[src/rtl/poly_mul_pkg.sv]
// Shared types and helpers for the CSR-based polynomial multiplier.
package poly_mul_pkg;

  typedef enum logic {
    IDLE = 1'b0,
    RUN  = 1'b1
  } state_t;

  // Two's-complement negation of x reduced mod 2^q (q up to 64 bits).
  function automatic logic [63:0] neg_mod(input logic [63:0] x, input int unsigned q);
    logic [63:0] mask;
    mask = (q >= 64) ? '1 : ((64'd1 << q) - 64'd1);
    return (~x + 64'd1) & mask;
  endfunction

  // Bit offset of coefficient idx in a packed vector of width-bit coefficients.
  function automatic int unsigned coef_lsb(input int unsigned idx, input int unsigned width);
    return idx * width;
  endfunction

endpackage

[src/rtl/csr_rotate.sv]
// N x W circular shift register: parallel load, rotate-up by one coefficient,
// optionally negating the coefficient that wraps from the top back to slot 0.
module csr_rotate
  import poly_mul_pkg::*;
#(
  parameter int N           = 4,
  parameter int W           = 2,
  parameter int NEGATE_WRAP = 0
) (
  input  logic           clk,
  input  logic           rst_n,
  input  logic           load,
  input  logic [N*W-1:0] load_data,
  input  logic           rot,
  output logic [N*W-1:0] q
);

  logic [W-1:0] top;
  logic [W-1:0] wrap;

  // The wrapped coefficient is negated for negacyclic reduction (x^N = -1).
  always_comb begin
    top  = q[(N-1)*W +: W];
    wrap = top;
    if (NEGATE_WRAP != 0) begin
      wrap = W'(neg_mod(64'(top), W));
    end
  end

  // Load has priority over rotation; slot i takes slot i-1, slot 0 takes the wrap.
  always_ff @(posedge clk or negedge rst_n) begin
    if (!rst_n) begin
      q <= '0;
    end else if (load) begin
      q <= load_data;
    end else if (rot) begin
      q <= {q[(N-1)*W-1:0], wrap};
    end
  end

endmodule

[src/rtl/poly_mul_csr_param.sv]
// Schoolbook polynomial multiplier c = a*b mod (x^N -/+ 1), coefficients mod 2^Q.
// CSR-A feeds one coefficient of a per cycle; CSR-B rotates b so that every
// accumulator sees the correctly aligned (and sign-adjusted) b term each cycle.
module poly_mul_csr_param
  import poly_mul_pkg::*;
#(
  parameter int N          = 4,
  parameter int CW         = 1,
  parameter int Q          = 2,
  parameter int NEGACYCLIC = 0
) (
  input  logic            clk,
  input  logic            rst_n,
  input  logic            start,
  input  logic [N*CW-1:0] a_in,
  input  logic [N*CW-1:0] b_in,
  output logic            busy,
  output logic            done,
  output logic [N*Q-1:0]  c_out
);

  localparam int CNTW = $clog2(N);

  state_t          state_q;
  state_t          state_d;
  logic            load;
  logic            step;
  logic            finish;
  logic [N*CW-1:0] a_reg;
  logic [CW-1:0]   a_head;
  logic [Q-1:0]    a_head_ext;
  logic [CNTW-1:0] cnt;
  logic            last;
  logic [N*Q-1:0]  b_load;
  logic [N*Q-1:0]  b_q;
  logic [Q-1:0]    acc      [N];
  logic [Q-1:0]    acc_next [N];
  logic [N*Q-1:0]  acc_next_flat;

  assign a_head = a_reg[CW-1:0];
  assign last   = (cnt == CNTW'(N-1));
  assign busy   = (state_q == RUN);

  // State register.
  always_ff @(posedge clk or negedge rst_n) begin
    if (!rst_n) begin
      state_q <= IDLE;
    end else begin
      state_q <= state_d;
    end
  end

  // Next state and per-cycle controls; start is only honoured while idle.
  always_comb begin
    state_d = state_q;
    load    = 1'b0;
    step    = 1'b0;
    finish  = 1'b0;
    case (state_q)
      IDLE: begin
        if (start) begin
          load    = 1'b1;
          state_d = RUN;
        end
      end
      RUN: begin
        step = 1'b1;
        if (last) begin
          finish  = 1'b1;
          state_d = IDLE;
        end
      end
      default: state_d = IDLE;
    endcase
  end

  // Zero-extend each b coefficient to the accumulator width for CSR-B.
  always_comb begin
    b_load = '0;
    for (int i = 0; i < N; i++) begin
      b_load[coef_lsb(i, Q) +: Q] = Q'(b_in[coef_lsb(i, CW) +: CW]);
    end
  end

  csr_rotate #(
    .N          (N),
    .W          (Q),
    .NEGATE_WRAP(NEGACYCLIC)
  ) u_csr_b (
    .clk      (clk),
    .rst_n    (rst_n),
    .load     (load),
    .load_data(b_load),
    .rot      (step),
    .q        (b_q)
  );

  // Multiply-accumulate: the Q-wide product already truncates mod 2^Q.
  always_comb begin
    a_head_ext    = Q'(a_head);
    acc_next_flat = '0;
    for (int i = 0; i < N; i++) begin
      acc_next[i] = acc[i] + a_head_ext * b_q[coef_lsb(i, Q) +: Q];
      acc_next_flat[coef_lsb(i, Q) +: Q] = acc_next[i];
    end
  end

  // CSR-A shifter, counter, accumulators and the held result / done pulse.
  always_ff @(posedge clk or negedge rst_n) begin
    if (!rst_n) begin
      a_reg <= '0;
      cnt   <= '0;
      done  <= 1'b0;
      c_out <= '0;
      for (int i = 0; i < N; i++) begin
        acc[i] <= '0;
      end
    end else begin
      done <= finish;
      if (load) begin
        a_reg <= a_in;
        cnt   <= '0;
        for (int i = 0; i < N; i++) begin
          acc[i] <= '0;
        end
      end else if (step) begin
        a_reg <= a_reg >> CW;
        cnt   <= cnt + 1'b1;
        for (int i = 0; i < N; i++) begin
          acc[i] <= acc_next[i];
        end
        if (finish) begin
          c_out <= acc_next_flat;
        end
      end
    end
  end

endmodule

[config.mk]
export PLATFORM = sky130hd
export DESIGN_NAME = poly_mul_csr_param
export DESIGN_NICKNAME = d
export VERILOG_FILES = /design/src/rtl/poly_mul_pkg.sv /design/src/rtl/csr_rotate.sv /design/src/rtl/poly_mul_csr_param.sv
export SDC_FILE = /design/constraint.sdc
export NUM_CORES = 1
export LEC_CHECK = 0
export CAP_MARGIN = 20
export CORE_MARGIN = 3
export CORE_UTILIZATION = 47
export DETAILED_ROUTE_END_ITERATION = 8
export GPL_TIMING_DRIVEN = 0
export PLACE_DENSITY = 0.69
export SLEW_MARGIN = 20
export SYNTH_ARGS = -nofsm -noshare
export SYNTH_HDL_FRONTEND = slang
export SYNTH_SLANG_ARGS = --single-unit
export TNS_END_PERCENT = 100
[constraint.sdc]
create_clock -name clk -period 1.65 [get_ports clk]
set_input_delay 0.2475 -clock clk [delete_from_list [all_inputs] [get_ports clk]]
set_output_delay 0.2475 -clock clk [all_outputs]
set_load 0.03 [all_outputs]
==> metrics.csv, run 1 <==
metric;value;unit
largest registers;acc: 8 flops, c_out: 8 flops, u_csr_b.q: 8 flops;
hold crit path type;primary input to async pin;
Vias;985;
# rows;19;
Die W;61.48;um
clock-pin slew on the worst setup and hold paths;0.10;ns
Max clock buf depth;2;
register area;800.8;um^2
CTS tree;yes;
drt initial violations;32;
first-pass GRT wire length;4733;um
mapped cell area;0.001446;mm^2
post-synthesis register bit count;32;
post-route cell area;0.001810;mm^2
Initial Utilization;0.5070;
dpl cells;169;
Pleak;0.9548;nW
CTS root buffer;clkbuf_4;
Final setup viols;0;
GRT overflow;0;
setup TNS;0;ns
Max rail drop VDD;0.9893;mV
min Tclk post-route;1.642;ns
Layout Cells excl Fill;181;
Synth area leader;dfrtp_1;
Seq/Total Area, Yosys;0.5536;
max-slew violation count;0;
Syn Area/Cell;12.26;um^2
global placement routability congestion;0.7435;
synth unique cells;25;
CP endpoint kind;flip-flop;
Port Buf Inserts;20;
vias in the first global route;1007;
ANT nets after route;0;
Worst Setup Start Kind;flip-flop;
Mapped Cells;118;
worst slew pin tran;0.6940;ns
Sinks on Clock Net;32;
FILL cells;240;
die extent in y;61.48;um
largest cells by area after synthesis;dfrtp_1, mux2i_1, mux2_2;
number of buffers created by CTS;5;
initial antenna violation count;0;
maxcap violations;0;
CP required;1.86;ns
WS Path Type;flip-flop to flip-flop;
Tot Pwr;0.002931;W
synthesis warning total;0;
Slew Limit Headroom;0.5373;
drt drc;0;
area share of the largest cell type after synthesis;0.5536;
Vias/cell;5.442;
all-layer global routing usage;0.1806;
Pwr Density;1619;mW/mm^2
ANT cells;0;
drt first pass iters;4;
core region area;0.002853;mm^2
largest net degree at the start of global routing;33;
fin crit share;0.9954;
Hold Vio Cnt, Final;0;
fmax;0.6089;GHz
overall routed net length;2875;um
WP data arrival;1.86;ns
nets;165;
H-Tree Depth;2;
area of the multi-input gates;618.1;um^2
die area;0.003779;mm^2
final core utilization;0.6346;
status;finished, final reports clean;
I/O pin count;21;
placed wire-length estimate;1962;um
Layout area overhead;25.17;%
share of layout cells above drive strength 1;0.2067;
Area after DPL;0.001680;mm^2
Clk Latency, worst-skew pair;0.33;ns
unrepaired setup endpoints after global routing;yes;
Syn Nets;134;
Max FO, Critical Path;8;
mean routed wirelength per cell;15.88;um
Clock Skew;0.008964;ns
-- kinds of logic (layout without fill, tap and decap cells) --
logic type / Yosys count / count (layout) / synth area share
xor gates and xnor gates: 6 / 6 / 0.03634
and+or+nand+nor: 24 / 24 / 0.08306
AOI/OAI and AO/OA: 24 / 24 / 0.1211
adders and majority gates: 5 / 5 / 0.04325
muxes: 17 / 17 / 0.1246
buffers and inverters: 10 / 42 / 0.03806
DFF: 32 / 32 / 0.5536
-- stage by stage --
stage | hold WS (ns) | setup slack, ns
after floorplan | -0.04809 | 0.09854
after global placement | 0.4623 | -0.2667
after detailed placement | 0.3296 | 0.001206
after CTS | 0.4951 | 0.01196
after global routing | 0.5294 | -0.08008
final | 0.4860 | 0.007559
-- cells in the mapped netlist --
library cell / count
inv_1: 3
dfrtp_1: 32
nand2_1: 13
buf_6: 2
a211oi_1: 1
and2_2: 4
a22o_1: 10
and2_4: 1
nand3b_1: 1
nand2_2: 1
a221o_1: 1
a21o_1: 1
ha_1: 5
nor3b_1: 1
o22ai_1: 1
clkbuf_1: 3
buf_2: 2
mux2_2: 8
mux2i_1: 9
nor2_1: 3
a31oi_1: 1
xor2_1: 3
o21ai_0: 8
xnor2_1: 3
a21bo_1: 1
-- worst max-delay path, cell delays in order (launching register included) --
cell and delay (ns):
dfrtp_1 0.38, buf_6 0.13, and2_4 0.14, ha_4 0.15, nand3b_1 0.20, and2_4 0.19, a221o_1 0.34
-- routing by layer --
| metal | track usage | wire (um) | vias up |
|---|---|---|---|
| met5 | 0 | 0 | - |
| met4 | 0.1091 | 74 | 0 |
| met3 | 0.03774 | 84 | 7 |
| met2 | 0.2795 | 1382 | 16 |
| met1 | 0.2326 | 1334 | 492 |
| li1 | - | - | 470 |
-- layout make-up --
class,instances,share of cell area
sequential,32,0.4423
multi-input combinational,76,0.3414
buffer,7,0.02419
clock buffer,8,0.03248
inverter,3,0.006220
tap,31,0.02142
timing repair buffer,24,0.1320
-- repair_timing --
item | in CTS | in global routing
gates resized for setup | 1 | 10
gates cloned | 0 | 0
setup endpoints to repair | 2 | 8
setup buffers | 1 | 2
hold buffers | 1 | 0
pin swaps | 1 | 2
endpoints found under the hold margin | 32 | 0
-- final timing paths --
kind	from	endpoint	slack, ns	cells past startpoint
max in group asynchronous	rst_n	a_reg[1]$_DFFE_PN0P_	0.71	2
setup / recovery	a_reg[0]$_DFFE_PN0P_	c_out[1]$_DFFE_PN0P_	0.008	6
setup reg to reg	a_reg[0]$_DFFE_PN0P_	c_out[1]$_DFFE_PN0P_	0.008	6
hold reg to reg	a_reg[2]$_DFFE_PN0P_	a_reg[1]$_DFFE_PN0P_	0.49	2
min in group clk	a_reg[2]$_DFFE_PN0P_	a_reg[1]$_DFFE_PN0P_	0.49	2
hold / removal	rst_n	c_out[6]$_DFFE_PN0P_	0.49	2
-- layout by cell type, fill, tap and decap left out, types with 4 or more instances in the layout --
master | Yosys | final
mux2i_1 | 9 | 9
dlymetal6s2s_1 | 0 | 5
clkbuf_4 | 0 | 5
a22o_1 | 10 | 10
clkdlybuf4s50_1 | 0 | 13
o21ai_0 | 8 | 8
ha_1 | 5 | 4
mux2_2 | 8 | 8
clkbuf_1 | 3 | 5
nand2_1 | 13 | 13
dfrtp_1 | 32 | 32
-- report_power, final --
| group | switching (W) | leakage, nW | internal [W] |
|---|---|---|---|
| Sequential | 0.000158 | 0.420 | 0.00105 |
| Clock | 0.000247 | 0.0326 | 0.000210 |
| Combinational | 0.000671 | 0.502 | 0.000595 |
| Total | 0.00108 | 0.955 | 0.00185 |
No activity file was read; power rests on OpenSTA's default activity.
==> run 2: changes to the inputs <==
CTS_CLUSTER_SIZE = 30   (was default)
==> results of run 2 <==
Same layout as run 1: the final DEF is identical, and so are final timing and power.
